### config.mk
export PLATFORM = sky130hd
export DESIGN_NAME = dom_write_scheduler
export DESIGN_NICKNAME = d
export VERILOG_FILES = /design/src/rtl/nn_pkg.sv /design/src/rtl/rr_arbiter.sv /design/src/rtl/dom_write_scheduler.sv
export SDC_FILE = /design/constraint.sdc
export NUM_CORES = 1
export LEC_CHECK = 0
export BUFFER_PORTS_ARGS = -buffer_cell sky130_fd_sc_hd__buf_4
export CAP_MARGIN = 20
export CORE_UTILIZATION = 46
export DETAILED_ROUTE_END_ITERATION = 8
export PLACE_DENSITY = 0.69
export SYNTH_ARGS = -nofsm -noshare
export SYNTH_HDL_FRONTEND = slang
export SYNTH_SLANG_ARGS = --single-unit
### constraint.sdc
create_clock -name clk -period 7.7 [get_ports clk]
set_input_delay 1.155 -clock clk [delete_from_list [all_inputs] [get_ports clk]]
set_output_delay 1.155 -clock clk [all_outputs]
set_load 0.03 [all_outputs]
### src/rtl/nn_pkg.sv
// Shared defaults and state encoding for the output-memory write scheduler.
package nn_pkg;

    localparam int DEF_NUM_LANES   = 4;
    localparam int DEF_DATA_W      = 16;
    localparam int DEF_ADDR_W      = 3;
    localparam int DEF_NUM_OUTPUTS = 8;

    typedef enum logic [1:0] {
        IDLE    = 2'd0,
        COLLECT = 2'd1,
        DONE    = 2'd2
    } sched_state_t;

    // Width of a lane index; a single lane still needs one bit.
    function automatic int idx_width(input int n);
        return (n > 1) ? $clog2(n) : 1;
    endfunction

endpackage

### src/rtl/rr_arbiter.sv
// Combinational round-robin arbiter: first requesting lane at or after ptr wins.
module rr_arbiter
    import nn_pkg::*;
#(
    parameter int NUM_LANES = DEF_NUM_LANES,
    parameter int IDX_W     = idx_width(NUM_LANES)
) (
    input  logic [NUM_LANES-1:0] req,
    input  logic [IDX_W-1:0]     ptr,
    output logic [NUM_LANES-1:0] grant,
    output logic [IDX_W-1:0]     grant_idx,
    output logic                 grant_valid
);

    logic [IDX_W-1:0] cand;

    // NOTE: every output gets a default before the search loop, so no path leaves a value unassigned and no latch is inferred.
    always_comb begin
        grant       = '0;
        grant_idx   = '0;
        grant_valid = 1'b0;
        cand        = '0;
        for (int k = 0; k < NUM_LANES; k++) begin
            cand = IDX_W'((int'(ptr) + k) % NUM_LANES);
            if (!grant_valid && req[cand]) begin
                grant_valid = 1'b1;
                grant_idx   = cand;
            end
        end
        if (grant_valid) begin
            grant[grant_idx] = 1'b1;
        end
    end

endmodule

### src/rtl/dom_write_scheduler.sv
// Collects lane results and writes them round-robin into the output memory.
// Define DOM_RELU_EN to zero negative elements on their way to memory.
module dom_write_scheduler
    import nn_pkg::*;
#(
    parameter int NUM_LANES   = DEF_NUM_LANES,
    parameter int DATA_W      = DEF_DATA_W,
    parameter int ADDR_W      = DEF_ADDR_W,
    parameter int NUM_OUTPUTS = DEF_NUM_OUTPUTS
) (
    input  logic                        clk,
    input  logic                        reset,
    input  logic                        xxx__dut__go,
    input  logic [NUM_LANES*DATA_W-1:0] lane_element,
    input  logic [NUM_LANES-1:0]        lane_element_ready,
    output logic [ADDR_W-1:0]           dut__dom__address,
    output logic [DATA_W-1:0]           dut__dom__data,
    output logic                        dut__dom__enable,
    output logic                        dut__dom__write,
    output logic                        dut__xxx__finish,
    output logic                        busy,
    output logic                        overflow
);

    localparam int IDX_W = idx_width(NUM_LANES);
    localparam int CNT_W = $clog2(NUM_OUTPUTS + 1);
    localparam logic [CNT_W-1:0] LAST_CNT = CNT_W'(NUM_OUTPUTS);

    sched_state_t          state;
    logic [NUM_LANES-1:0]  pending;
    logic [NUM_LANES-1:0]  next_pending;
    logic [NUM_LANES-1:0]  capture;
    logic [NUM_LANES-1:0]  req;
    logic [NUM_LANES-1:0]  grant;
    logic [DATA_W-1:0]     hold [NUM_LANES];
    logic [IDX_W-1:0]      ptr;
    logic [IDX_W-1:0]      grant_idx;
    logic                  grant_valid;
    logic                  in_collect;
    logic                  full;
    logic                  overrun;
    logic [CNT_W-1:0]      count;
    logic [DATA_W-1:0]     held;
    logic [DATA_W-1:0]     write_value;

    assign in_collect = (state == COLLECT);
    assign full       = (count == LAST_CNT);
    assign req        = (in_collect && !full) ? pending : '0;

    rr_arbiter #(
        .NUM_LANES (NUM_LANES),
        .IDX_W     (IDX_W)
    ) u_arb (
        .req         (req),
        .ptr         (ptr),
        .grant       (grant),
        .grant_idx   (grant_idx),
        .grant_valid (grant_valid)
    );

    // A lane being granted this cycle frees its slot, so a same-cycle refill is accepted.
    assign capture      = in_collect ? (lane_element_ready & (~pending | grant)) : '0;
    assign next_pending = capture | (pending & ~grant);
    assign overrun      = in_collect && (|(lane_element_ready & pending & ~grant));

    assign held = hold[grant_idx];
`ifdef DOM_RELU_EN
    assign write_value = held[DATA_W-1] ? '0 : held;
`else
    assign write_value = held;
`endif

    // NOTE: holding registers carry no reset; pending[i] qualifies every read, so their power-up contents never reach memory.
    always_ff @(posedge clk) begin
        for (int i = 0; i < NUM_LANES; i++) begin
            if (capture[i]) begin
                hold[i] <= lane_element[i*DATA_W +: DATA_W];
            end
        end
    end

    // NOTE: all state here uses non-blocking assignments so every register samples pre-edge values.
    always_ff @(posedge clk) begin
        if (!reset) begin
            state             <= IDLE;
            pending           <= '0;
            ptr               <= '0;
            count             <= '0;
            overflow          <= 1'b0;
            busy              <= 1'b0;
            dut__xxx__finish  <= 1'b0;
            dut__dom__address <= '0;
            dut__dom__data    <= '0;
            dut__dom__enable  <= 1'b0;
            dut__dom__write   <= 1'b0;
        end else begin
            dut__dom__enable <= 1'b0;
            dut__dom__write  <= 1'b0;
            case (state)
                IDLE: begin
                    if (xxx__dut__go) begin
                        state    <= COLLECT;
                        busy     <= 1'b1;
                        pending  <= '0;
                        ptr      <= '0;
                        count    <= '0;
                        overflow <= 1'b0;
                    end
                end
                COLLECT: begin
                    overflow <= overflow | overrun;
                    if (full) begin
                        // Final write is on the bus this cycle; leftovers are dropped.
                        state            <= DONE;
                        busy             <= 1'b0;
                        dut__xxx__finish <= 1'b1;
                        pending          <= '0;
                    end else begin
                        pending <= next_pending;
                        if (grant_valid) begin
                            dut__dom__enable  <= 1'b1;
                            dut__dom__write   <= 1'b1;
                            dut__dom__address <= ADDR_W'(count);
                            dut__dom__data    <= write_value;
                            count             <= count + 1'b1;
                            ptr               <= (grant_idx == IDX_W'(NUM_LANES - 1)) ? '0 : grant_idx + 1'b1;
                        end
                    end
                end
                DONE: begin
                    state            <= IDLE;
                    dut__xxx__finish <= 1'b0;
                end
                default: begin
                    state <= IDLE;
                end
            endcase
        end
    end

endmodule
======== Word-level counts from Yosys, hierarchy flattened ========
Memories as Yosys holds them, arrays and structs flattened. A register that Yosys moved wholly into a read port is not among the register bits.
Index checks and enable logic that the tools add are counted.
word-level totals
  register bits ........................... 19
  bits in writable memories ............... 64
  input port bits ......................... 71
  output and inout bits ................... 24
  logic and storage cells ................. 114
  memories ................................ 1
cells by class
  add/subtract/negate cells ............... 5
  $lt $le $gt $ge ......................... 6
  eq/ne operators ......................... 8
  mux-type cells .......................... 51
  bitwise logic cells ..................... 12
  reductions and logical operators ........ 22
memory list
  memory  words  width  rd ports  clocked after Yosys merged registers in  wr ports  RTL line                   text
  hold    4      16     1         1                                        4         dom_write_scheduler.sv:35  logic [DATA_W-1:0] hold [NUM_LANES];
operators with widths
  kind                                                 count
  2-to-1 mux 4 bit                                     7
  2-to-1 mux 1 bit                                     22
  2-to-1 mux 2 bit                                     10
  bitwise AND 4 bit                                    4
  one-hot mux 4 bit (2 select lines)                   2
  < comparator 2 x 3 -> 1 bit (second input constant)  5
  binary-select mux 1 bit (select 2 bit)               4
  NOT 4 bit                                            2
  OR 4 bit                                             2
  one-hot mux 2 bit (2 select lines)                   2
  logical AND 1 bit                                    6
  inequality test 2 bit (second input constant)        3
  one-hot mux 1 bit (2 select lines)                   3
  AND reduction 2 bit                                  3
  AND reduction 3 bit                                  2
  zero test 1 bit                                      5
  adder 2 x 1 -> 2 bit (second input constant)         2
  adder 2 bit (second input constant)                  2
  adder 4 x 1 -> 4 bit (second input constant)         1
  equality test 2 bit (second input constant)          2
  equality test 4 bit (second input constant)          1
  AND reduction 4 bit                                  1
  nonzero test 2 bit                                   2
  OR reduction 4 bit                                   1
  other kinds (8)                                      10

======== Longest topological paths before layout ========
Gate-level depths: netlist of the first run.
  depth in word-level cells ............... 27
  mapped depth ............................ 9
  depth with buffers taken out ............ 8

======== Hierarchy ========
Synthesis of the first run repeated with hierarchy kept, for this count alone.
unflattened totals
  cell total of the unflattened synthesis .. 282
  area total of the unflattened synthesis .. 4022.6 sq um
by module, submodules not included
  module               times used  cells an instance  area an instance (sq um)  sequential area each (sq um)
  dom_write_scheduler  1           249                3811.2                    2622.5
  rr_arbiter           1           33                 211.5                     0.0

======== Worst setup path before layout of the first run ========
No wires, ideal clock.
  kind .................................... input to register
  from .................................... in lane_element_ready[3]
  to ...................................... mem hold[3][0] in the netlist's numbering, enable pin
  library setup time ...................... 0.409 ns
  data arrival time ....................... 2.366 ns
  required time ........................... 7.291 ns
  setup slack ............................. 4.925 ns
  cell stages on the path ................. 2
  path buffers ............................ 0
  cells stage by stage .................... inv_1 nor3_1
RTL lines
  element          RTL line                   text
  start, declared  dom_write_scheduler.sv:15  input logic [NUM_LANES-1:0] lane_element_ready,
  end, declared    dom_write_scheduler.sv:35

======== Worst setup path after layout of the first run ========
  from .................................... reg pending[1]
  to ...................................... reg count[3]
on the way
  word-level cells in the longest chain between the ends .. 15
  elaborated cells between the ends (all ways) .. 21
  those cells by class .................... eq/ne (1); mux (13); reduce/logical (7)
RTL lines
  element                                 RTL line                    text
  start, declared                         dom_write_scheduler.sv:30   logic [NUM_LANES-1:0] pending;
  start signal, assigned                  dom_write_scheduler.sv:119  pending <= next_pending;
  2-to-1 mux 4 bit *                      dom_write_scheduler.sv:48   assign req = (in_collect && !full) ? pending : '0;
  binary-select mux 1 bit (select 2 bit)  rr_arbiter.sv:25            if (!grant_valid && req[cand]) begin
  2-to-1 mux 1 bit (implied by the code)  rr_arbiter.sv:25
  2-to-1 mux 1 bit                        rr_arbiter.sv:25
  zero test 1 bit                         rr_arbiter.sv:25
  logical AND 1 bit                       rr_arbiter.sv:25
  2-to-1 mux 1 bit                        rr_arbiter.sv:25
  zero test 1 bit                         rr_arbiter.sv:25
  logical AND 1 bit                       rr_arbiter.sv:25
  2-to-1 mux 1 bit                        rr_arbiter.sv:25
  zero test 1 bit                         rr_arbiter.sv:25
  logical AND 1 bit                       rr_arbiter.sv:25
  2-to-1 mux 1 bit *                      rr_arbiter.sv:25
  inequality test 2 bit (no line) *       -
  AND reduction 4 bit (no line) *         -
  end signal, assigned                    dom_write_scheduler.sv:125  count <= count + 1'b1;
  end, declared                           dom_write_scheduler.sv:42   logic [CNT_W-1:0] count;
Mark *: on every way between the ends. The rest lies on a longest branch, timed or not. The select of a mux whose other input is x is not followed.
A chain may end at the register's enable or synchronous reset.

==> summary.md, run 1 <==
| Metric | Value |
|---|---|
| Outcome | completed |
| Slew Viols, Final | 0 |
| Most used routing layer | met2 |
| Worst Tran Pin Value | 1.03 ns |
| Post-CTS sizing | 0 |
| Worst r2r path cells | 4 |
| Crit-path max FO | 25 |
| Total GRT Usage | 0.234 |
| Mapped Area | 4080 sq um |
| Number of synthesized register bits | 99 |
| Crit path from | pending[1]$_SDFFE_PN0P_ |
| Mean Syn Cell Area | 11.7 sq um |
| Drt first pass iters | 6 |
| Met3 usage | 0.0363 |
| Critical path endpoint category | flop |
| Leak | 0.00183 uW |
| Vias post-DR | 3127 |
| Nets | 498 |
| Post-route insts no fill | 534 |
| Final setup fails | 0 |
| FMAX | 0.343 GHz |
| Post-synth top flop | edfxtp_1 |
| I/O Pins | 95 |
| Antenna violations before repair | 0 |
| H-tree depth | 3 |
| CP Capture Point | count[3]$_SDFFE_PN0P_ |
| Wire per inst | 19.0 um |
| Clk Latency, worst-skew pair | 0.37 ns |
| Core area | 8380 sq um |
| Final Hold Fails | 0 |
| Worst R2R Setup Slack | 4.79 ns |
| Met2 usage | 0.385 |
| Ys async rst share | 0 |
| Filler Cells Inserted | 710 |
| Global-route wire length before repair | 15700 um |
| GRT Residual Overflow | 0 |
| CTS tree | built |
| GP Congestion | 0.856 |
| Clk sinks | 99 |
| Crit share post-route | 0.378 |
| Proportion of layout cells with a drive suffix above 1 | 0.280 |
| Critical Path RT | 7.99 ns |
| PortBufs | 94 |
| Final non-filler cell area | 4980 sq um |
| Hold_buf cts | 0 |
| Synth Instances | 347 |
| Max Cap Viol | 0 |
| DRC | 0 |
| Die area | 9240 sq um |
| Rel. slew slack | 0.314 |
| Placed cell areas | 4770 sq um |
| Setup TNS | 0 ns |
| M1 GR Usage | 0.310 |
| EDFF count, synth | 64 |
| Die H | 96.1 um |
| Synth warnings | 0 |
| Routed Antenna Nets | 0 |
| Worst EP arrival | 3.21 ns |
| Drt total wl | 10100 um |
| Synth-to-Final Area Change | 22.3% |
| Vias in the first global route | 3073 |
| Worst min path class | reg -> reg |
| Crit path time final | 2.91 ns |
| Reg2reg end | count[3]$_SDFFE_PN0P_ |
| Reg clk slew, reported paths | 0.10 ns |
| # diodes | 0 |
| HPWL Detailed | 6770 um |
| Via/cell ratio | 5.86 |
| Crit Reg-Reg Startpoint | pending[1]$_SDFFE_PN0P_ |
| Seq/Total Area, Yosys | 0.644 |
| Cell variety after synth | 47 |
| Starting Density | 0.486 |
| Kind of critical path | reg -> reg |
| Design Power | 1150 uW |
| Pin count of the biggest net entering global routing | 35 |
| Worst Skew | 0.0109 ns |
| VDD IR max | 0.112 mV |
| Clock buffer depth | 2 |
| Rows | 33 |
| Die W | 96.1 um |
| RSZ-0062 raised after global routing | false |
| Placed Instances | 519 |
| TritonCTS Buffers | 9 |
| Root buffer cell | clkbuf_8 |
| Startpoint Class | flop |
| Postcts setup bufs | 0 |
| Synth Net Count | 420 |
| Fin util | 0.595 |
| First DRT Iteration DRCs | 266 |
| Pwr dens | 230 nW/um^2 |
==> per-stage QoR <==
stage                     setup slack, ns  hold slack [ns]
after floorplan                      4.92            0.470
after global placement               5.00            0.460
after detailed placement             4.87            0.459
after CTS                            4.85            0.472
after global routing                 4.61            0.503
final                                4.79            0.465
==> worst max-delay path: stages (launching register included) <==
cell and delay (ns):
dfxtp_1 0.94, or4_4 0.27, nand3_1 0.68, or4_1 0.75
a21boi_1 0.19
==> power by group <==
part,switching (uW),internal [uW],total (uW)
clock,182,182,364
sequential,20.9,599,619
combinational,99.7,63.2,163
total,302,844,1150
==> worst min path at each step <==
stage	from	endpoint	slack, ns	cells past startpoint
detailed placement	dut__dom__address[2]$_SDFFE_PN0P_	dut__dom__address[2]$_SDFFE_PN0P_	0.46	2
CTS	dut__dom__address[2]$_SDFFE_PN0P_	dut__dom__address[2]$_SDFFE_PN0P_	0.47	2
global route	dut__dom__address[2]$_SDFFE_PN0P_	dut__dom__address[2]$_SDFFE_PN0P_	0.50	2
finish	dut__dom__address[2]$_SDFFE_PN0P_	dut__dom__address[2]$_SDFFE_PN0P_	0.46	2
global placement	dut__dom__address[2]$_SDFFE_PN0P_	dut__dom__address[2]$_SDFFE_PN0P_	0.46	2
floorplan	count[3]$_SDFFE_PN0P_	count[3]$_SDFFE_PN0P_	0.47	2
==> layout by cell type (no fill, tap or decap), drive strengths merged, types with 4 or more instances in the layout <==
cell type,synthesis,routed
buf,19,96
edfxtp,64,64
o21ai,47,47
dfxtp,35,35
a21oi,27,27
nand3,23,23
nand2,20,20
nand4,17,17
a41oi,17,17
nor2,10,10
clkbuf,10,9
inv,7,8
nand2b,6,6
a21boi,6,6
nor2b,4,4
==> cell usage after synthesis (all sizes together) (7+ instances only) <==
master / number / area, sq um
dfxtp: 35 / 701
inv: 7 / 26.3
a21oi: 27 / 135
o21ai: 47 / 235
a41oi: 17 / 149
clkbuf: 10 / 38.8
nand2: 20 / 75.1
nand3: 23 / 115
buf: 19 / 130
nand4: 17 / 106
nor2: 10 / 40.0
edfxtp: 64 / 1920
==> registers in the layout, summed over array words and instances, names as in the netlist <==
signal	cells
hold	64
dut__dom__data	16
count	4
pending	4
dut__dom__address	3
ptr	2
state	2
busy	1
dut__dom__write	1
dut__xxx__finish	1
overflow	1
==> cell type report <==
type                    instances  area [sq um]  share of cell area
flip-flops and latches         99          2620               0.526
clock inverters                 6          88.8              0.0178
multi-input cells             212          1270               0.255
well taps                     105           131              0.0264
inverters                       7          26.3             0.00527
repair buffers                 96           721               0.145
clock buffers                   9           124              0.0249
==> kinds of logic (layout without fill, tap and decap cells) <==
family,Yosys count,in the layout,synth area share
AO/OA/AOI/OAI,114,114,0.175
flip-flops,99,99,0.644
adder cells (fa/ha/maj),2,2,0.00614
buffers and inverters,36,118,0.0479
AND/OR/NAND/NOR,96,96,0.127
==> metal layers <==
metal / share of wire / wire length (um)
met5: 0 / 0
met2: 0.50 / 5030
met4: 0.014 / 142
met3: 0.055 / 555
met1: 0.43 / 4410
No activity file was read; power rests on OpenSTA's default activity.
==> run 2, diff against run 1 <==
clock period = 3.05 ns   (was 7.7 ns; I/O delays follow)
==> run 2 against run 1 <==
Global-route usage shrank 0.56 points. Sequential share of layout area is 0.57 points lower. Register-to-register slack lost 4.1 ns. Non-clock buffer count up 6. Hold slack lost 0.21 ns. Count of clock-buffer cells in the layout up 1. Via count up 1.9%. Final cell count increased by 1.3%. Power rose to 2.6 times the previous value. Clock skew down 0.0023 ns. Worst setup slack lost 4.1 ns. Largest cell class unchanged. Largest power group unchanged. Highest routed layer unchanged.
==> summary.md, run 2 (same netlist as run 1, synthesis figures left out) <==
| Metric | Value |
|---|---|
| Post-CTS sizing | 0 |
| Crit share post-route | 0.783 |
| Antenna violations before repair | 0 |
| Most used routing layer | met2 |
| Setup TNS | 0 ns |
| Clk sinks | 99 |
| Die W | 96.1 um |
| M1 GR Usage | 0.307 |
| Worst Skew | 0.00852 ns |
| I/O Pins | 95 |
| Vias post-DR | 3185 |
| Leading cell type in the layout, fill and taps excluded | buf_4 |
| Placed Instances | 525 |
| Wire per inst | 18.4 um |
| Worst min path class | in -> reg |
| Critical Path RT | 3.35 ns |
| Postcts setup bufs | 0 |
| GRT Residual Overflow | 0 |
| Rows | 33 |
| Global-route wire length before repair | 15300 um |
| Die H | 96.1 um |
| Largest registers | hold: 64 flops, dut__dom__data: 16 flops |
| Root buffer cell | clkbuf_8 |
| Starting Density | 0.486 |
| Fin util | 0.601 |
| Slew Viols, Final | 0 |
| Max stage delay on crit path | 0.90 ns |
| TritonCTS Buffers | 9 |
| H-tree depth | 3 |
| Pwr dens | 581 nW/um^2 |
| Crit path time final | 2.39 ns |
| Most flops, register | hold |
| First DRT Iteration DRCs | 250 |
| HPWL Detailed | 6740 um |
| Final Worst Setup Slack | 0.662 ns |
| Startpoint Class | flop |
| Routed Antenna Nets | 0 |
| Met3 usage | 0.0450 |
| Critical path endpoint category | flop |
| Max Cap Viol | 0 |
| DRC | 0 |
| Worst EP arrival | 2.69 ns |
| Final Hold Fails | 0 |
| GP Congestion | 0.891 |
| Die area | 9240 sq um |
| Pin count of the biggest net entering global routing | 35 |
| Synth-to-Final Area Change | 23.6% |
| Crit-path cells | or4_4 > nand3_1 > or4_1 > a21boi_1 |
| Design Power | 2930 uW |
| Via/cell ratio | 5.89 |
| Crit-path max FO | 25 |
| Clock buffer depth | 2 |
| DP Worst Slack | 0.704 ns |
| Leak | 0.00186 uW |
| Clk Latency, worst-skew pair | 0.37 ns |
| Most frequent cells in the layout | 102 x buf_4, 64 x edfxtp_1, 46 x o21ai_0, 35 x dfxtp_1, 25 x a21oi_1 |
| CTS tree | built |
| Drt total wl | 9960 um |
| Core area | 8380 sq um |
| Drt first pass iters | 5 |
| PortBufs | 94 |
| Worst Tran Pin Value | 0.963 ns |
| # diodes | 0 |
| Reg clk slew, reported paths | 0.10 ns |
| Vias in the first global route | 3034 |
| Total GRT Usage | 0.228 |
| FMAX | 0.419 GHz |
| RSZ-0062 raised after global routing | false |
| Kind of critical path | reg -> reg |
| Met2 usage | 0.356 |
| Hold_buf cts | 0 |
| Max reg flops | 64 |
| Nets | 504 |
| Final setup fails | 0 |
| VDD IR max | 0.316 mV |
| Proportion of layout cells with a drive suffix above 1 | 0.291 |
| Rel. slew slack | 0.358 |
| Post-route insts no fill | 541 |
| Outcome | completed |
| Slowest cell on the critical path | dfxtp_1 |
[run 2: cell types whose count changed in the layout (fill, tap and decap cells not counted), sizes merged]
cell	before	now
inv	8	10
buf	96	102
clkinvlp	1	0
clkinv	2	1
clkbuf	9	10
[run 2: routing by layer]
metal  share of wire  vias to the layer above
li1                -                     1492
met1            0.44                     1539
met2            0.48                      136
met3           0.058                       18
met4           0.019                        0
met5               0                        -
[run 2: power breakdown]
part           leakage [uW]  internal (uW)  switching, uW
combinational      0.000876            168            254
clock              0.000112            473            468
sequential         0.000875           1510           52.5
[run 2: per-stage QoR]
stage / cell area (sq um) / hold WS, ns
6_report: 5040 / 0.257
5_1_grt: 5040 / 0.234
4_1_cts: 5040 / 0.246
3_5_place_dp: 4820 / 0.468
3_3_place_gp: 4820 / 0.469
2_1_floorplan: 4080 / 0.470
[run 2: worst paths after layout]
kind,startpoint,to,slack (ns),cells past startpoint
setup reg to reg,pending[1]$_SDFFE_PN0P_,count[3]$_SDFFE_PN0P_,0.66,4
hold / removal,lane_element[54],hold[3][6]$_DFFE_PP_,0.26,1
setup / recovery,pending[1]$_SDFFE_PN0P_,count[3]$_SDFFE_PN0P_,0.66,4
hold reg to reg,dut__dom__address[2]$_SDFFE_PN0P_,dut__dom__address[2]$_SDFFE_PN0P_,0.48,2
[run 2: layout make-up]
cell class                      count  area, sq um
Clock inverter                      6         95.1
Fill cell                         669         3340
Inverter                            7         26.3
Multi-Input combinational cell    212         1270
Sequential cell                    99         2620
Timing Repair Buffer              102          766
Clock buffer                       10          128
Tap cell                          105          131
[run 2: worst max-delay path, delay by kind of cell (launching register included)]
family | cells | cell delay, ns
AOI/OAI and AO/OA | 1 | 0.16
DFF | 1 | 0.90
and+or+nand+nor | 3 | 1.26
==> run 3, diff against run 2 <==
ABC_AREA = 1   (was unset)
PLACE_DENSITY = 0.68   (was 0.69)
clock period = 2.2 ns   (was 3.05 ns; I/O delays follow)
==> run 3 against run 2 <==
The run now ends with setup timing left. Highest routed layer unchanged. Flip-flop and latch count did not move. Hold slack got worse by 0.14 ns. Clock power increased by 22%. First-iteration DRC count shrank 26%. Count of clock-buffer cells in the layout unchanged. Design area up 23%.
==> summary.md, run 3 <==
| Metric | Value |
|---|---|
| CP delay by family, top | simple AND/OR/NAND/NOR gates |
| Final non-filler cell area | 6170 sq um |
| VDD IR max | 0.603 mV |
| Worst R2R Setup Slack | -0.17 ns |
| Worst Skew | 0.0115 ns |
| Total GRT Usage | 0.232 |
| Mapped Area | 4420 sq um |
| Worst Tran Pin Value | 0.341 ns |
| GRT Residual Overflow | 0 |
| Worst path most repeated cell | nand2_4 |
| FMAX | 0.422 GHz |
| Seq/Total Area, Yosys | 0.594 |
| DP Worst Slack | -0.203 ns |
| H-tree depth | 3 |
| Synth warnings | 0 |
| Startpoint Class | flop |
| Crit path from | count[1]$_SDFFE_PN0P_ |
| Design Power | 7350 uW |
| DRC | 0 |
| Wire per inst | 15.3 um |
| Placed cell areas | 5600 sq um |
| Synth Net Count | 535 |
| Ys async rst share | 0 |
| Crit path time final | 2.37 ns |
| Routed Antenna Nets | 0 |
| RSZ-0062 raised after global routing | true |
| Worst Hold Launch | lane_element[35] |
| Crit-path max FO | 8 |
| Mean Syn Cell Area | 9.56 sq um |
| Worst EP arrival | 2.47 ns |
| Pwr dens | 1190 nW/um^2 |
| Most flops, register | hold |
| Filler Cells Inserted | 707 |
| Xor/xnor cell area share of the yosys netlist | 0.00822 |
| Top cell type's share of synthesized area | 0.435 |
| Outcome | finished with violations |
| Leading cell type in the layout, fill and taps excluded | buf_4 |
| CTS tree | built |
| Proportion of layout cells with a drive suffix above 1 | 0.433 |
| Root buffer cell | clkbuf_8 |
| Synth-to-Final Area Change | 39.8% |
| Compound-Gate Fraction of Synth Area | 0.0445 |
| Die W | 100 um |
| Clk Latency, worst-skew pair | 0.38 ns |
| Leak | 0.00269 uW |
| Final Worst Setup Slack | -0.172 ns |
| I/O Pins | 95 |
| First DRT Iteration DRCs | 186 |
| Vias in the first global route | 3525 |
| Final Hold Fails | 0 |
| Vias post-DR | 3716 |
| EDFF count, synth | 64 |
| Core area | 9280 sq um |
| Synth Instances | 462 |
| Post-Synth Adder-Cell Area | 0.00567 |
| # diodes | 0 |
| Kind of critical path | reg -> reg |
| Post-route insts no fill | 737 |
| Die area | 10000 sq um |
| Max stage delay on crit path | 0.35 ns |
| WP buf/inv | 4 |
| Max Cap Viol | 0 |
| Failing checks | setup timing |
| Most frequent cells in the layout | 127 x buf_4, 77 x nand2_1, 64 x edfxtp_1, 47 x nor2_1, 44 x inv_1 |
| Critical path depth | 15 |
| Cell taking the most area after synthesis | edfxtp_1 |
| Rows | 35 |
| Clk sinks | 99 |
| Worst min path class | in -> reg |
| Slowest cell on the critical path | dfxtp_2 |
| Largest family of logic cells by synthesized area | simple AND/OR/NAND/NOR gates |
| Mux contribution to synthesized area | 0 |
| Critical Path RT | 2.29 ns |
| Reg2reg end | hold[0][12]$_DFFE_PP_ |
| Pin count of the biggest net entering global routing | 27 |
| Drt first pass iters | 5 |
| Simple-Gate Fraction of Synth Area | 0.275 |
| Crit Reg-Reg Startpoint | count[1]$_SDFFE_PN0P_ |
| PortBufs | 94 |
| Crit share post-route | 1.08 |
| Worst r2r path cells | 15 |
| Top-count cell post-synth | nand2_1 |
| Drt total wl | 11300 um |
| Reg clk slew, reported paths | 0.10 ns |
| HPWL Detailed | 8060 um |
| WHS Endpoint | hold[2][3]$_DFFE_PP_ |
| Max reg flops | 64 |
| Critical path endpoint category | flop |
| Clock buffer depth | 2 |
| Via/cell ratio | 5.04 |
| Crit-path cells | inv_2 > ha_4 > nand3_4 > nand4_1 > nand3_2 > nand2_4 > buf_6 > nand3_4 > nand2_4 > buf_6 > nand3_4 > nand2_4 > nand2_4 > nor2_4 > clkbuf_16 |
| Global-route wire length before repair | 17500 um |
| Die H | 100 um |
| Largest registers | hold: 64 flops, dut__dom__data: 16 flops |
| Number of synthesized register bits | 99 |
| Placed Instances | 709 |
| Post-synth top flop | edfxtp_1 |
| GP Congestion | 0.868 |
| Rel. slew slack | 0.772 |
| TritonCTS Buffers | 9 |
| Antenna violations before repair | 0 |
| Synth area leaders | edfxtp_1 44%, dfxtp_1 16%, nand2_1 9.2% |
| Hold_buf cts | 0 |
| Final setup fails | 83 |
| Starting Density | 0.476 |
| Hold Path Stages | 1 |
| Slew Viols, Final | 0 |
| Cell variety after synth | 32 |
| Synth cell count leaders | 108 x nand2_1, 64 x edfxtp_1, 54 x nor2_1 |
| Nets | 676 |
## run 3: cell types whose count changed after synthesis, moves of 8 or more
cell and change:
nand2_1 +88, a41oi_1 -17, a21oi_1 -16, o21ai_1 +8, o21ai_0 -31, nand3_1 +8, inv_1 +39, nand2_2 +18
nor2_1 +45
## run 3: kinds of logic (layout without fill, tap and decap cells)
family                     after synthesis  in the layout
AOI/OAI and AO/OA                       38             38
xor gates and xnor gates                 2              2
adders and majority gates                2              2
buffers and inverters                   69            214
DFF                                     99             99
and+or+nand+nor                        252            253
## run 3: layout make-up
type	count	area, sq um	area share
Sequential cell	99	2630	0.425
Multi-Input combinational cell	295	1760	0.284
Timing Repair Buffer	145	1230	0.199
Inverter	53	206	0.0334
Tap cell	129	161	0.0261
Clock buffer	10	138	0.0223
Clock inverter	6	57.6	0.00932
## run 3: metal layers
metal / part of all wire / global-route usage
met5: 0 / 0
met4: 0.016 / 0.0870
met3: 0.062 / 0.0425
met2: 0.52 / 0.394
met1: 0.40 / 0.295
## run 3: what timing repair did
| item | CTS | global route |
|---|---|---|
| setup endpoints to repair | 83 | 91 |
| resized for setup | 16 | 59 |
| hold endpoints to repair | 0 | 0 |
| cloned | 2 | 0 |
| pin swaps | 15 | 35 |
| setup buffers | 3 | 7 |
## run 3: per-stage QoR
step | hold WS [ns] | util | TNS (ns)
floorplan | 0.429 | - | -7.96
global placement | 0.476 | 0.603 | -7.32
detailed placement | 0.480 | 0.603 | -11.05
CTS | 0.117 | 0.638 | -5.92
global route | 0.107 | 0.665 | -20.44
finish | 0.118 | 0.665 | -8.01
## run 3: worst max path at each step
| stage | endpoint |
|---|---|
| after floorplan | hold[3][0]$_DFFE_PP_ |
| after global placement | hold[1][11]$_DFFE_PP_ |
| after detailed placement | hold[1][0]$_DFFE_PP_ |
| after CTS | hold[0][1]$_DFFE_PP_ |
| after global routing | hold[0][5]$_DFFE_PP_ |
| final | hold[0][12]$_DFFE_PP_ |
## run 3: power breakdown
group	leakage [uW]	internal, uW	switching (uW)
logic	0.00172	1590	2240
registers	0.000877	2220	145
clock network	0.0000923	462	688
